`src/rtl/fifo_wr_arbiter_pkg.sv`:
```
// Shared sizing and types for the FIFO write-port arbiter.
// CNT_WIDTH is derived so the credit counter can hold the value DEPTH itself.
package fifo_arb_pkg;

  function automatic int clog2(input int value);
    int result;
    int remain;
    result = 32'sd0;
    remain = value - 32'sd1;
    while (remain > 32'sd0) begin
      result = result + 32'sd1;
      remain = remain >>> 32'sd1;
    end
    return result;
  endfunction

  localparam int NUM_REQ   = 32'sd4;
  localparam int WIDTH     = 32'sd8;
  localparam int DEPTH     = 32'sd16;
  localparam int CNT_WIDTH = clog2(DEPTH) + 32'sd1;
  localparam int PTR_WIDTH = clog2(NUM_REQ);

  typedef enum logic [1:0] {
    CR_HOLD     = 2'd0,
    CR_TAKE     = 2'd1,
    CR_RETURN   = 2'd2,
    CR_SATURATE = 2'd3
  } credit_op_e;

endpackage

```
`src/rtl/fifo_wr_arbiter_if.sv`:
```
// Requester-side and FIFO-side signals of the write-port arbiter.
interface fifo_wr_arbiter_if;
  import fifo_arb_pkg::*;

  logic [NUM_REQ-1:0]       req_i;
  logic [NUM_REQ*WIDTH-1:0] wdata_i;
  logic [NUM_REQ-1:0]       gnt_o;
  logic                     fifo_wr_en_o;
  logic [WIDTH-1:0]         fifo_wdata_o;
  logic                     fifo_rd_done_i;
  logic [CNT_WIDTH-1:0]     credits_o;
  logic                     err_o;

  modport slave (
    input  req_i, wdata_i, fifo_rd_done_i,
    output gnt_o, fifo_wr_en_o, fifo_wdata_o, credits_o, err_o
  );

  modport master (
    output req_i, wdata_i, fifo_rd_done_i,
    input  gnt_o, fifo_wr_en_o, fifo_wdata_o, credits_o, err_o
  );

endinterface

```
`src/rtl/fifo_wr_arbiter_rr_arbiter.sv`:
```
// Combinational round-robin pick: first requester at or above ptr, wrapping.
module rr_arbiter
  import fifo_arb_pkg::*;
(
  input  logic [NUM_REQ-1:0]   req,
  input  logic [PTR_WIDTH-1:0] ptr,
  input  logic                 enable,
  output logic [NUM_REQ-1:0]   gnt,
  output logic [PTR_WIDTH-1:0] winner,
  output logic                 valid
);

  logic [PTR_WIDTH-1:0] idx_s;
  logic                 take_s;

  function automatic logic [PTR_WIDTH-1:0] wrap_add(input logic [PTR_WIDTH-1:0] base,
                                                    input int offset);
    int sum;
    sum = int'(base) + offset;
    if (sum >= NUM_REQ) begin
      sum = sum - NUM_REQ;
    end else begin
      sum = sum;
    end
    return PTR_WIDTH'(sum);
  endfunction

  // Scan from ptr upward; the first requester seen claims the grant.
  always_comb begin
    gnt    = '0;
    winner = '0;
    valid  = 1'b0;
    idx_s  = '0;
    take_s = 1'b0;
    if (enable) begin
      for (int i = 32'sd0; i < NUM_REQ; i++) begin
        idx_s  = wrap_add(ptr, i);
        take_s = req[idx_s] & ~valid;
        gnt    = gnt | (NUM_REQ'(take_s) << idx_s);
        winner = take_s ? idx_s : winner;
        valid  = valid | take_s;
      end
    end else begin
      gnt    = '0;
      winner = '0;
      valid  = 1'b0;
    end
  end

endmodule

```
`src/rtl/fifo_wr_arbiter.sv`:
```
// Shares one FIFO write port among NUM_REQ requesters, round-robin,
// throttled by a local count of free FIFO slots rather than the full flag.
module fifo_wr_arbiter
  import fifo_arb_pkg::*;
(
  input  logic             clk_i,
  input  logic             rst_i,
  fifo_wr_arbiter_if.slave bus
);

  localparam logic [CNT_WIDTH-1:0] CREDIT_FULL = CNT_WIDTH'(DEPTH);
  localparam logic [PTR_WIDTH-1:0] PTR_LAST    = PTR_WIDTH'(NUM_REQ - 32'sd1);

  logic [PTR_WIDTH-1:0] ptr_r;
  logic [CNT_WIDTH-1:0] credits_r;
  logic                 wr_en_r;
  logic [WIDTH-1:0]     wdata_r;
  logic                 err_r;

  logic                 enable_s;
  logic [NUM_REQ-1:0]   gnt_s;
  logic [PTR_WIDTH-1:0] winner_s;
  logic                 valid_s;
  logic [PTR_WIDTH-1:0] ptr_next_s;
  logic [WIDTH-1:0]     sel_word_s;
  credit_op_e           credit_op_s;

  // Reset also masks the grant so nothing is handed out while state is cleared.
  assign enable_s = ~rst_i & (credits_r != '0);

  rr_arbiter u_rr (
    .req    (bus.req_i),
    .ptr    (ptr_r),
    .enable (enable_s),
    .gnt    (gnt_s),
    .winner (winner_s),
    .valid  (valid_s)
  );

  // Winner's word and the pointer position just past the winner.
  always_comb begin
    sel_word_s = bus.wdata_i[int'(winner_s)*WIDTH +: WIDTH];
    if (winner_s == PTR_LAST) begin
      ptr_next_s = '0;
    end else begin
      ptr_next_s = winner_s + 1'b1;
    end
  end

  // Credit action; a read on a full count is spurious and only flags an error.
  always_comb begin
    credit_op_s = CR_HOLD;
    case ({valid_s, bus.fifo_rd_done_i})
      2'b10: credit_op_s = CR_TAKE;
      2'b01: begin
        if (credits_r == CREDIT_FULL) begin
          credit_op_s = CR_SATURATE;
        end else begin
          credit_op_s = CR_RETURN;
        end
      end
      default: credit_op_s = CR_HOLD;
    endcase
  end

  // Pointer, credit counter, write register and sticky error.
  always_ff @(posedge clk_i) begin
    if (rst_i) begin
      ptr_r     <= '0;
      credits_r <= CREDIT_FULL;
      wr_en_r   <= 1'b0;
      wdata_r   <= '0;
      err_r     <= 1'b0;
    end else begin
      if (valid_s) begin
        wdata_r <= sel_word_s;
        ptr_r   <= ptr_next_s;
      end
      wr_en_r <= valid_s;
      case (credit_op_s)
        CR_TAKE:     credits_r <= credits_r - 1'b1;
        CR_RETURN:   credits_r <= credits_r + 1'b1;
        CR_SATURATE: err_r     <= 1'b1;
        default:     credits_r <= credits_r;
      endcase
    end
  end

  assign bus.gnt_o        = gnt_s;
  assign bus.fifo_wr_en_o = wr_en_r;
  assign bus.fifo_wdata_o = wdata_r;
  assign bus.credits_o    = credits_r;
  assign bus.err_o        = err_r;

endmodule

```
`src/flat_wrapper.sv`:
```
// flat-port wrapper written by rule: the top's interface ports become plain ports
module fifo_wr_arbiter_flat import fifo_arb_pkg::*;
  (clk_i, rst_i, bus_req_i, bus_wdata_i, bus_fifo_rd_done_i, bus_gnt_o, bus_fifo_wr_en_o, bus_fifo_wdata_o, bus_credits_o, bus_err_o);
  fifo_wr_arbiter_if bus_i ();
  input  logic clk_i;
  input  logic rst_i;
  input wire logic [$bits(bus_i.req_i)-1:0] bus_req_i;
  input wire logic [$bits(bus_i.wdata_i)-1:0] bus_wdata_i;
  input wire logic [$bits(bus_i.fifo_rd_done_i)-1:0] bus_fifo_rd_done_i;
  output wire logic [$bits(bus_i.gnt_o)-1:0] bus_gnt_o;
  output wire logic [$bits(bus_i.fifo_wr_en_o)-1:0] bus_fifo_wr_en_o;
  output wire logic [$bits(bus_i.fifo_wdata_o)-1:0] bus_fifo_wdata_o;
  output wire logic [$bits(bus_i.credits_o)-1:0] bus_credits_o;
  output wire logic [$bits(bus_i.err_o)-1:0] bus_err_o;
  assign bus_i.req_i = bus_req_i;
  assign bus_i.wdata_i = bus_wdata_i;
  assign bus_i.fifo_rd_done_i = bus_fifo_rd_done_i;
  assign bus_gnt_o = bus_i.gnt_o;
  assign bus_fifo_wr_en_o = bus_i.fifo_wr_en_o;
  assign bus_fifo_wdata_o = bus_i.fifo_wdata_o;
  assign bus_credits_o = bus_i.credits_o;
  assign bus_err_o = bus_i.err_o;
  fifo_wr_arbiter u_core (.clk_i(clk_i), .rst_i(rst_i), .bus(bus_i));
endmodule
```
`config.mk`:
```
export PLATFORM = sky130hd
export DESIGN_NAME = fifo_wr_arbiter_flat
export DESIGN_NICKNAME = d
export VERILOG_FILES = /design/src/rtl/fifo_wr_arbiter_pkg.sv /design/src/rtl/fifo_wr_arbiter_if.sv /design/src/rtl/fifo_wr_arbiter_rr_arbiter.sv /design/src/rtl/fifo_wr_arbiter.sv /design/src/flat_wrapper.sv
export SDC_FILE = /design/constraint.sdc
export NUM_CORES = 1
export LEC_CHECK = 0
export ABC_AREA = 1
export CORE_ASPECT_RATIO = 0.9
export CORE_UTILIZATION = 30
export DETAILED_ROUTE_END_ITERATION = 12
export GPL_TIMING_DRIVEN = 0
export PLACE_DENSITY = 0.63
export REMOVE_ABC_BUFFERS = 1
export SYNTH_ARGS = -nofsm -noshare
export SYNTH_HDL_FRONTEND = slang
export SYNTH_SLANG_ARGS = --single-unit
```
`constraint.sdc`:
```
create_clock -name clk_i -period 4.3 [get_ports clk_i]
set_clock_uncertainty 0.2 [all_clocks]
set_input_delay 1.075 -clock clk_i [delete_from_list [all_inputs] [get_ports clk_i]]
set_output_delay 1.075 -clock clk_i [all_outputs]
set_load 0.01 [all_outputs]
```
== Word-level counts from Yosys, hierarchy flattened ==
Cells that the tools add are included.

* $add $sub $neg: 10
* Magnitude comparators: 8
* Equality and inequality tests: 7
* Shifts and indexed selects: 5
* Mux-type cells: 27
* Bitwise operators: 14
* Reduce and logical (&&, ||, !) cells: 2

{| class="wikitable"
|+ Operators with widths
! operator !! number
|-
| $shiftx A32 B6 Y8 || 1
|-
| $mux W2 || 14
|-
| $shl A1 B2 Y4 || 4
|-
| $lt A2 B3 Y1 const B || 4
|-
| $or A4 B4 Y4 || 3
|-
| $pmux W5 S2 || 1
|-
| $ge A3 B3 Y1 const B || 3
|-
| $bmux W1 S2 || 4
|-
| $eq A2 B2 Y1 const B || 4
|-
| $sub A2 B1 Y2 const B || 4
|-
| $add A2 B2 Y3 const B || 2
|-
| $mux W1 || 6
|-
| $add A5 B1 Y5 const B || 1
|-
| $eq A5 B5 Y1 const B || 1
|-
| $reduce_bool A5 Y1 || 1
|-
| $sub A5 B1 Y5 const B || 1
|-
| $and A1 B1 Y1 || 4
|-
| $eq A2 B1 Y1 const B || 2
|-
| $mux W4 || 1
|-
| $not A1 Y1 || 4
|-
| $pmux W2 S2 || 1
|-
| $add A2 B1 Y3 const B || 1
|-
| $ge A2 B3 Y1 const B || 1
|-
| $or A1 B1 Y1 || 3
|-
| other kinds (2) || 2
|}

* Register bits after elaboration: 17
* Input port bits: 39
* Output and inout port bits: 19
* Word-level logic and storage cells: 78

== Depth between registers and ports, before layout ==
* Word-level depth: 19
* Mapped depth: 24
* Gate-level depth less buffers: 24

== By module ==
A second synthesis with hierarchy kept.

* Cells, all modules: 295
* Area, all modules: 1709.1 sq um

{| class="wikitable"
|+ Modules (own cells, without submodules)
! module !! times used !! cells an instance !! area each (sq um)
|-
| fifo_wr_arbiter || 1 || 204 || 1233.7
|-
| rr_arbiter || 1 || 91 || 475.5
|}

== Worst setup path before layout ==
No wires, ideal clock.

* Path type: in2reg
* Start: input bus_req_i[0]
* End: register u_core.credits_r[4] (netlist: u_core.bus.credits_o[4])
* Arrival time: 3593 ps
* Data required time: 3970 ps
* Setup slack: 377 ps
* Cell stages on the path: 21
* Cell sequence: inv_1 > nand2_1 > nand3_2 > nand2_2 > nor2_8 > nand2_1 > o21ai_1 > buf_2 > ha_1 > nand2_1 > a21oi_1 > inv_1 > ha_1 > inv_1 > ha_1 > nand2_1 > nor2_1 > a211oi_1 > nor2_1 > o21ai_0 > nand3_1

* Word-level cells in the longest chain between the ends: 16

{| class="wikitable"
|+ RTL lines
! element !! line !! source
|-
| from (decl) || flat_wrapper.sv:7 || <nowiki>input wire logic [$bits(bus_i.req_i)-1:0] bus_req_i;</nowiki>
|-
| $bmux W1 S2 || fifo_wr_arbiter_rr_arbiter.sv:38 || <nowiki>take_s = req[idx_s] & ~valid;</nowiki>
|-
| $mux W1 (implied by the code) || fifo_wr_arbiter_rr_arbiter.sv:38 ||
|-
| $not A1 Y1 || fifo_wr_arbiter_rr_arbiter.sv:38 ||
|-
| $and A1 B1 Y1 || fifo_wr_arbiter_rr_arbiter.sv:38 ||
|-
| $or A1 B1 Y1 || fifo_wr_arbiter_rr_arbiter.sv:41 || <nowiki>valid = valid | take_s;</nowiki>
|-
| $not A1 Y1 || fifo_wr_arbiter_rr_arbiter.sv:38 ||
|-
| $and A1 B1 Y1 || fifo_wr_arbiter_rr_arbiter.sv:38 ||
|-
| $or A1 B1 Y1 || fifo_wr_arbiter_rr_arbiter.sv:41 ||
|-
| $not A1 Y1 || fifo_wr_arbiter_rr_arbiter.sv:38 ||
|-
| $and A1 B1 Y1 || fifo_wr_arbiter_rr_arbiter.sv:38 ||
|-
| $or A1 B1 Y1 (*) || fifo_wr_arbiter_rr_arbiter.sv:41 ||
|-
| $mux W1 (*) || fifo_wr_arbiter_rr_arbiter.sv:35 || <nowiki>if (enable) begin</nowiki>
|-
| $eq A2 B1 Y1 / $eq A2 B2 Y1 (equally long branches) || fifo_wr_arbiter.sv:53 || <nowiki>case ({valid_s, bus.fifo_rd_done_i})</nowiki>
|-
| $pmux W2 S2 (*) || fifo_wr_arbiter.sv:53 ||
|-
| $eq A2 B2 Y1 / $eq A2 B1 Y1 (equally long branches) || fifo_wr_arbiter.sv:80 || <nowiki>case (credit_op_s)</nowiki>
|-
| $pmux W5 S2 / $reduce_bool A2 Y1 (equally long branches) || -- ||
|-
| to (signal assigned) || fifo_wr_arbiter.sv:81 || <nowiki>CR_TAKE: credits_r <= credits_r - 1'b1;</nowiki>
|-
| to (signal assigned) || fifo_wr_arbiter.sv:82 || <nowiki>CR_RETURN: credits_r <= credits_r + 1'b1;</nowiki>
|-
| to (signal assigned) || fifo_wr_arbiter.sv:84 || <nowiki>default: credits_r <= credits_r;</nowiki>
|-
| to (decl) || fifo_wr_arbiter.sv:15 || <nowiki>logic [CNT_WIDTH-1:0] credits_r;</nowiki>
|}

Mark *: on every way between the ends. The rest lies on a longest branch, timed or not. The select of a mux whose other input is x is not followed.
A chain may end at the register's enable or synchronous reset.

== Worst setup path after layout ==
* Start: input bus_req_i[2]
* End: output bus_gnt_o[1]

* Word-level cells in the longest chain between the ends: 13

{| class="wikitable"
|+ RTL lines
! element !! line !! source
|-
| $bmux W1 S2 || fifo_wr_arbiter_rr_arbiter.sv:38 ||
|-
| $mux W1 (implied by the code) || fifo_wr_arbiter_rr_arbiter.sv:38 ||
|-
| $not A1 Y1 || fifo_wr_arbiter_rr_arbiter.sv:38 ||
|-
| $and A1 B1 Y1 || fifo_wr_arbiter_rr_arbiter.sv:38 ||
|-
| $or A1 B1 Y1 || fifo_wr_arbiter_rr_arbiter.sv:41 ||
|-
| $not A1 Y1 || fifo_wr_arbiter_rr_arbiter.sv:38 ||
|-
| $and A1 B1 Y1 || fifo_wr_arbiter_rr_arbiter.sv:38 ||
|-
| $or A1 B1 Y1 || fifo_wr_arbiter_rr_arbiter.sv:41 ||
|-
| $not A1 Y1 || fifo_wr_arbiter_rr_arbiter.sv:38 ||
|-
| $and A1 B1 Y1 || fifo_wr_arbiter_rr_arbiter.sv:38 ||
|-
| $shl A1 B2 Y4 || fifo_wr_arbiter_rr_arbiter.sv:39 || <nowiki>gnt = gnt | (NUM_REQ'(take_s) << idx_s);</nowiki>
|-
| $or A4 B4 Y4 (*) || fifo_wr_arbiter_rr_arbiter.sv:39 ||
|-
| $mux W4 (*) || fifo_wr_arbiter_rr_arbiter.sv:35 ||
|-
| to (decl) || flat_wrapper.sv:10 || <nowiki>output wire logic [$bits(bus_i.gnt_o)-1:0] bus_gnt_o;</nowiki>
|}

Marked as above.

==> run_results.csv <==
group,metric,value,unit
run_status,run_status,"complete, no violations",
worst_setup_path,required,3020,ps
worst_setup_path,critical_path.cell_chain,"clkdlybuf4s50_1, nand2_1, nand2_2, nand2_2, nand2_4, nor2_8, buf_4, buf_4, nand3_2, nand3_4, nand2_8, inv_1, nand2_1, inv_1, dlygate4sd2_1",
drt,vias_per_cell,4.46,
sta,slew_headroom,0.672,
worst_setup_path,cp_top_family,"buffers and inverters",
synth,synth_area,0.00161,mm²
cts,h-tree-depth,1,
drt,ant_nets,0,
synth,synth_edf_count,0,
sta,setup_viol,0,
global_route,grt_pass1_vias,1655,
floorplan,rows,24,
placement,dp_hpwl,3.04,mm
worst_setup_path,critPathSlowestCell,"clkdlybuf4s50_1",
global_route,grt-ovfl-total,0,
worst_setup_path,path_buf_inv,6,
synth,yosys.cell_types.count,26,
drt,drtPass1Iterations,4,
synth,ys_seq_area_frac,0.212,
cts,clk_pin_slew,70,ps
worst_setup_path,path_class,"primary input to output pin",
floorplan,die_w,79.1,µm
floorplan,start_util,0.322,
finish,drive_above_1_share,0.190,
worst_setup_path,slowest_delay,480,ps
worst_setup_path,crit_path_end_kind,"output pin",
global_route,grt_max_degree,17,
finish,fillers,506,
sta,fin_ws,67.1,ps
finish,layout_commonest_cell,"nand2_1",
sta,min_period,4230,ps
power,p_leak,1.33,nW
placement,port-buffer-count,57,
synth,ys_warn_count,0,
sta,clock.fmax,236,MHz
power,seqPwrFrac,0.178,
synth,async_flop_share,0,
sta,hold_viol_final,0,
global_route,grt_pass1_wl,7.29,mm
power,powerDensity,662,mW/mm²
worst_setup_path,cp_max_fo,5,
placement,placed_area,0.00221,mm²
hold_path,worst_hold_path_type,"register to register",
floorplan,ioPinCount,58,
global_route,grt_antenna_before_repair,0,
finish,mostFrequentLayoutCells,"64 x nand2_1, 54 x inv_1, 53 x clkdlybuf4s50_1",
global_route,grt_usage,0.160,
sta,finalMaxSlewViolations,0,
finish,synthToLayoutAreaGrowth,55.5,%
sta,period_share,0.984,
cts,cts_tree,"built",
synth,ys_seq_elements,17,
power,power.switching,820,µW
power,p_int,833,µW
synth,syn_avg_cell_area,5.99,µm²
synth,synth_ff_type,"dfxtp_1",
finish,fin_area,0.00250,mm²
sta,worst_pin_slew,491,ps
power,peakVddDrop,0.260,mV
power,combPwrFrac,0.749,
power,switching_share,0.496,
finish,antenna_cells,0,
drt,vias,1787,
finish,final_nets,385,
cts,root_buffer,"clkbuf_8",
drt,drc_errors,0,
drt,wl,4.36,mm
power,clkPwrFrac,0.073,
worst_setup_path,critPathLaunchType,"primary input",
floorplan,die_area,0.00565,mm²
floorplan,die_h,71.4,µm
placement,dp_slack,-1050,ps
cts,clkLatencyLatePin,260,ps
sta,rsz0062_at_grt,"yes",
worst_setup_path,worstPathArrival,2960,ps
cts,cts_num_sinks,17,
drt,routedWlPerCell,10.9,µm
drt,drt-initial-drc-count,112,
flow_run,cap_violations,0,
synth,netlist_instances,268,
cts,cts_buffer_depth,2,
placement,gp_congestion,0.814,
floorplan,core_area,0.00498,mm²
cts,cts_buffers,3,
## through the flow
step	TNS [ps]	cells	utilization	hold slack, ps	total power [mW]
2_1_floorplan	-0.877	261	-	294	0.962
3_3_place_gp	-5140	383	0.443	260	1.29
3_5_place_dp	-5140	383	0.443	268	1.30
4_1_cts	-135	396	0.476	278	1.54
5_1_grt	-57.5	401	0.501	313	1.81
6_report	0	401	0.501	274	1.65
## worst register-to-register path, stage by stage (launching register included)
cell and delay [ps]:
dfxtp_1 630, inv_1 230, nand2_1 120, nand2_2 100, nand2_2 90, nand2_4 70
nor2_8 120, nand2_1 90, o21ai_4 170, inv_4 80, ha_1 300, a21oi_2 130
inv_1 60, ha_2 220, fa_1 420, nor2_2 150, a211oi_2 70, nand2_1 60
nand2_1 70, o21ai_1 160, nand3_1 80
## final timing paths
path              slack [ps]                  startpoint  cells after the start                          to
hold reg to reg          270  u_core.bus.fifo_wdata_o[4]                      2  u_core.bus.fifo_wdata_o[4]
hold / removal           270  u_core.bus.fifo_wdata_o[4]                      2  u_core.bus.fifo_wdata_o[4]
setup / recovery          70                bus_req_i[2]                     15                bus_gnt_o[1]
setup reg to reg         590             u_core.ptr_r[0]                     20     u_core.bus.credits_o[4]
## layer usage
metal | vias to the layer above | share of wire | global-route usage | wire (µm)
met1 | 778 | 0.49 | 0.214 | 2140
met2 | 38 | 0.46 | 0.265 | 1990
li1 | 967 | - | - | -
met3 | 4 | 0.047 | 0.0318 | 204
met5 | - | 0 | 0 | 0
met4 | 0 | 0.0080 | 0.0364 | 35
## kinds of logic (layout without fill, tap and decap cells)
family | after synthesis | in the layout | share of synthesized area
flops | 17 | 17 | 0.212
simple gates | 153 | 153 | 0.465
xor+xnor | 2 | 2 | 0.0109
compound gates | 18 | 18 | 0.0600
fa+ha+maj | 9 | 9 | 0.0748
buf+inv | 69 | 137 | 0.178
## synthesized netlist by cell type, types with 2 or more instances
cell type,instances,share of area
inv_1,58,0.14
inv_2,4,0.0093
o21ai_0,7,0.022
a21oi_1,7,0.022
buf_2,3,0.0093
ha_1,8,0.062
dfxtp_1,17,0.21
nand2_2,14,0.055
nor2_1,11,0.026
a211oi_1,2,0.0093
nand2_4,2,0.014
nand3_2,3,0.019
xnor2_1,2,0.011
nand2_1,70,0.16
nand3_1,48,0.15
nand4_1,2,0.0078
## registers in the layout (all words and copies together) (netlist names)
| signal | flops |
|---|---|
| u_core.bus.err_o | 1 |
| u_core.bus.fifo_wr_en_o | 1 |
| u_core.bus.fifo_wdata_o | 8 |
| u_core.ptr_r | 2 |
| u_core.bus.credits_o | 5 |
## timing repair
item,CTS,global route
cloned,0,0
buffers inserted,9,5
hold buffers,0,0
pin swaps,3,5
endpoints found under the setup margin,7,7
gates resized for setup,15,22
## power by group through the flow
stage	Combinational, mW	Sequential, mW	Clock (mW)
2_1_floorplan	0.656	0.306	0
3_3_place_gp	0.999	0.292	0
3_5_place_dp	1.01	0.290	0
4_1_cts	1.13	0.289	0.124
5_1_grt	1.37	0.305	0.134
6_report	1.24	0.294	0.121
## area by class of cell
type / instances / area [µm²] / share of cell area
Multi-Input combinational cell: 182 / 1100 / 0.441
Timing Repair Buffer: 71 / 678 / 0.272
Sequential cell: 17 / 340 / 0.136
Inverter: 62 / 249 / 0.0997
Tap cell: 65 / 81.3 / 0.0326
Clock buffer: 3 / 41.3 / 0.0165
Clock inverter: 1 / 5.00 / 0.00200
Note: power is estimated with default switching activity, not from simulation.
==> patch 1: new RTL, same flow settings <==
Set the package constant `NUM_REQ` to 32'sd5 (it was 32'sd4).
--- a/src/rtl/fifo_wr_arbiter_pkg.sv
+++ b/src/rtl/fifo_wr_arbiter_pkg.sv
@@ -14,7 +14,7 @@
     return result;
   endfunction
 
-  localparam int NUM_REQ   = 32'sd4;
+  localparam int NUM_REQ   = 32'sd5;
   localparam int WIDTH     = 32'sd8;
   localparam int DEPTH     = 32'sd16;
   localparam int CNT_WIDTH = clog2(DEPTH) + 32'sd1;
Ports: changed (resized bus_gnt_o, bus_req_i and bus_wdata_i); port bits go from 58 to 68. The function was not compared with the original's and may differ.
==> patch 1 against the unedited design <==
- fmax is essentially flat
- power grew 140%
- wire length grew 98%
- worst setup slack gained 0.00089 ns
- register-to-register slack lost 0.50 ns
- count of clock-buffer cells in the layout grew 1
- sequential cell count grew 1
- highest routed layer unchanged
- final cell count grew 69%
- non-clock buffer count grew 30
- synthesized area grew 65%
- design area grew 68%
==> patch 1: results (changes against the unedited design) <==
[power_and_ir_drop]
power.leakage_nw = 2.05  ; +54%
max-vdd-ir-drop_v = 0.000291  ; +12%
switching_power_mw = 2.22  ; +170%

[clock_tree]
clk_latency_ns = 0.26  ; about the same

[placement]
dp.cells = 638  ; +67%
place_area_sq_um = 3420  ; +55%
port_buffers = 67  ; +18%
dp_hpwl_um = 5970  ; +96%
dp_slack_ns = -1.41  ; -0.360 ns
place_congestion = 0.886  ; +8.9%

[routing]
dr.pass1.iters = 5  ; +1
via_count = 3290  ; +84%
wire_per_inst_um = 12.7  ; +17%
ant_nets = 0  ; unchanged
first_iter_violations = 135  ; +21%

[final_layout]
num-nets-final = 626  ; +63%
drive_above_1_share = 0.285  ; +0.0950
fin_cells = 676  ; +69%

[sta]
relSlewSlack = 0.597  ; -0.0752

[synth]
synthTopCellsByArea = nand2_1 (19%), dfxtp_1 (14%), nand3_1 (12%), inv_1 (12%), ha_1 (8.5%)
seq_area_frac_synth = 0.136  ; -0.0758
avgSynthCellArea_sq_um = 5.77  ; -3.7%
ys_top_cells_by_count = nand2_1 (134), inv_1 (82), nand3_1 (64)
synth_cell_type_count = 40  ; +54%

[hold_path]
min-delay-start = u_core.bus.err_o

[global_routing]
grt_pass1_wl_um = 13300  ; +82%
grt_usage = 0.175  ; +0.0152
grt_pass1_vias = 2927  ; +77%
grt_max_degree = 20  ; +3

[critical_path]
max_stage_delay_ns = 0.43  ; -0.05 ns
setup.worst_path.start = u_core.ptr_r[0]
critPathSlowestCell = fa_2
path_delay_family = simple AND/OR/NAND/NOR gates
worstPathMaxFanout = 9  ; +4
reg2reg_depth = 30  ; +50%

[outcome]
status = complete, no violations

-- patch 1: cell types whose count changed after synthesis, sizes merged, moves of 16 or more --
cell   unedited run  this run
nand2            86       145
inv              62        89
a21oi             7        27
nand3            52        68
nor2             12        28
o21ai             8        24
-- patch 1: path summary, 6_finish.rpt --
path / end / slack (ns)
max: bus_gnt_o[4] / 0.07
min: u_core.bus.err_o / 0.27
max reg2reg: u_core.bus.credits_o[4] / 0.09
min reg2reg: u_core.bus.err_o / 0.27
-- patch 1: cell families after synthesis --
logic type,after synthesis,share of synthesized area
compound gates,64,0.154
simple gates,255,0.445
buf+inv,98,0.148
flops,18,0.136
xor+xnor,4,0.0161
fa+ha+maj,20,0.100
-- patch 1: power groups by stage --
stage                     registers, mW  clock network [mW]  logic (mW)
after floorplan                   0.339                   0        1.89
after global placement            0.322                   0        2.58
after detailed placement          0.325                   0        2.61
after CTS                         0.316               0.146        3.04
after global routing              0.333               0.154        3.84
final                             0.325               0.142        3.49
-- patch 1: final cells by class --
| type | count | area [sq um] |
|---|---|---|
| timing repair buffer | 101 | 911 |
| inverter | 91 | 382 |
| fill | 847 | 4360 |
| clock buffer | 4 | 55.1 |
| sequential | 18 | 372 |
| tap | 119 | 149 |
| multi-input combinational | 343 | 2340 |
-- patch 1: metal layers --
metal,share of wire,GRT usage,vias to the layer above
met4,0.0044,0.0254,0
met3,0.053,0.0231,4
met1,0.43,0.232,1504
li1,-,-,1674
met5,0,0,-
met2,0.51,0.306,108
-- patch 1: what timing repair did --
item                       in CTS  in global routing
setup buffers                  22                 12
setup endpoints to repair      11                  8
pin swaps                      12                 33
cloned                          0                  0
gates resized for setup        75                 72
-- patch 1: per-stage QoR --
stage	TNS [ns]	hold slack (ns)	power [mW]
floorplan	-1.05	0.303	2.23
global placement	-8.55	0.253	2.90
detailed placement	-8.96	0.271	2.93
CTS	-0.0787	0.288	3.50
global route	-0.516	0.330	4.32
finish	0	0.275	3.96
-- patch 1: worst min-delay path: cells and delay by family (launching register included) --
| family | cells | cell delay, ns |
|---|---|---|
| and+or+nand+nor | 2 | 0.11 |
| DFF | 1 | 0.33 |
==> patch 2: new RTL, config.mk and constraints unchanged <==
Without the edit above. Make the reset (`rst_i`) asynchronous in one clocked block.
--- a/src/rtl/fifo_wr_arbiter.sv
+++ b/src/rtl/fifo_wr_arbiter.sv
@@ -64,7 +64,7 @@
   end
 
   // Pointer, credit counter, write register and sticky error.
-  always_ff @(posedge clk_i) begin
+  always_ff @(posedge clk_i or posedge rst_i) begin
     if (rst_i) begin
       ptr_r     <= '0;
       credits_r <= CREDIT_FULL;
Behaviour: differs if rst_i is asserted again (counterexample within 4 cycles, from zero or initial values and one cycle with rst_i high); with rst_i held inactive, the same outputs for 10 cycles.
==> patch 2 against the unedited design <==
- power is 12% higher
- count of clock-buffer cells in the layout is the same
- sequential cell count unchanged
- synthesized area rose by 4.0%
- sequential power is 13% higher
- final cell count decreased by 1.5%
- critical path depth shrank 3
- register-to-register slack improved by 0.05 ns
- design area hardly changed
- wire length fell by 4.8%
- worst setup slack better by 0.039 ns
- via count fell by 2.7%
- critical path type unchanged
- critical endpoint unchanged
- largest cell class unchanged
- highest routed layer unchanged
==> patch 2: results (changes against the unedited design) <==
[outcome]
status = complete, no violations

[final_layout]
antenna_cells = 0  ; unchanged
num-nets-final = 376  ; -2.3%
largest_reg_flops = 8  ; unchanged
utilization = 0.470  ; -0.0311
fill_cells = 553  ; +9.3%
drive_above_1_share = 0.186  ; -0.00450

[clock_tree]
htreeDepth = 1  ; unchanged
clk_latency_ns = 0.24  ; -0.02 ns
clockBufferDepth = 2  ; unchanged
post_cts_buffers = 4  ; -5
numCtsBuffers = 3  ; unchanged
clkTransAtPathRegs_ns = 0.07  ; about the same
root_buffer = clkbuf_8
post_cts_resized = 14  ; -1

[critical_path]
r2r_slack_ns = 0.64  ; +0.05 ns
r2r_end = u_core.bus.credits_o[4]
r2r_start = u_core.ptr_r[0]
max_stage_delay_ns = 0.47
critPathSlowestCell = clkdlybuf4s50_1
worstPathMaxFanout = 6  ; +1
reg2reg_depth = 22  ; +10%
arrival_ns = 2.92  ; -0.04 ns

[power_and_ir_drop]
power.leakage_nw = 1.36  ; +2.5%
max-vdd-ir-drop_v = 0.000409  ; +57%

[routing]
viasPerCell = 4.40  ; -1.3%
wire_per_inst_um = 10.5  ; -3.4%
wl_met1_um = 1980  ; -7.5%
met2_length_um = 1970  ; -0.91%
wl_met3_um = 189  ; -7.4%
dr.pass1.iters = 4  ; unchanged
highest_layer = met4
via_count = 1738  ; -2.7%
first_iter_violations = 60  ; -46%

[sta]
relSlewSlack = 0.675  ; +0.00279
hold_slack_ns = 0.268  ; -0.00676 ns

[synth]
synthTopCellsByArea = dfrtp_1 (24%), nand2_1 (17%), nand3_1 (12%), inv_1 (12%), nand2_2 (5.6%)
synthMuxAreaShare = 0  ; unchanged
yosys_warnings = 0  ; unchanged
synth_cell_type_count = 32  ; +23%
synthArstFlopShare = 1.00  ; +1.00
seq_area_frac_synth = 0.255  ; +0.0436
synth_xor_area_frac = 0.0157  ; +0.00483
synthAdderAreaFrac = 0.0644  ; -0.0103
synth_compound_area_frac = 0.0315  ; -0.0285
syn_inst = 259  ; -3.4%
ys.flop_type = dfrtp_1
ys_top_cells_by_count = nand2_1 (77), inv_1 (52), nand3_1 (39)

[global_routing]
grt_usage = 0.147  ; -0.0132
grt_pass1_vias = 1557  ; -5.9%
antenna_found_initial = 0  ; unchanged
grt_max_degree = 18  ; +1
grt_pass1_wl_um = 6830  ; -6.3%

[hold_path]
min-delay-start = u_core.bus.err_o
worstHoldPathCells = 1  ; -1
hold_path_end = u_core.bus.err_o
hp-class = reg -> reg

[placement]
dp_hpwl_um = 3090  ; +1.5%
place_congestion = 0.855  ; +5.1%
port_buffers = 57  ; unchanged

==> patch 2: per-layer routing <==
layer,vias up,global-route usage
met4,0,0.0159
met1,765,0.205
met2,46,0.243
li1,925,-
met5,-,0
met3,2,0.0275
==> patch 2: cell type report <==
class	instances	area (sq um)	area share
clock inverter	1	5.00	0.00200
inverter	58	241	0.0966
clock buffer	3	41.3	0.0165
sequential	17	427	0.171
timing repair buffer	71	679	0.272
multi-input combinational	178	1020	0.409
tap	67	83.8	0.0336
==> patch 2: power by group <==
part | internal (mW) | switching [mW]
registers | 0.249 | 0.0823
clock network | 0.0641 | 0.0509
logic | 0.604 | 0.796
total | 0.917 | 0.929
==> patch 2: through the flow <==
stage          total power, mW  TNS [ns]  setup slack (ns)  instance area [sq um]
2_1_floorplan             1.17         0             0.251                   1610
3_3_place_gp              1.56     -4.81            -0.896                   2270
3_5_place_dp              1.57     -4.88            -0.902                   2270
4_1_cts                   1.76    -0.252            -0.176                   2380
5_1_grt                   2.04   -0.0404           -0.0295                   2500
6_report                  1.85         0             0.106                   2500
==> patch 2: worst max path at each step <==
stage                 start                       to  slack (ns)  depth (start not counted)
2_1_floorplan         rst_i  u_core.bus.credits_o[4]        0.25                         17
3_3_place_gp          rst_i             bus_gnt_o[3]       -0.90                          9
3_5_place_dp          rst_i             bus_gnt_o[3]       -0.90                          9
4_1_cts        bus_req_i[1]             bus_gnt_o[3]       -0.18                         13
5_1_grt        bus_req_i[3]  u_core.bus.credits_o[4]       -0.03                         22
6_report       bus_req_i[0]             bus_gnt_o[1]        0.11                         12
==> patch 2: worst max-delay path: cells and delay by family <==
kind / cells / cell delay, ns
buffers and inverters: 6 / 1.10
AOI/OAI and AO/OA: 1 / 0.19
and+or+nand+nor: 5 / 0.54
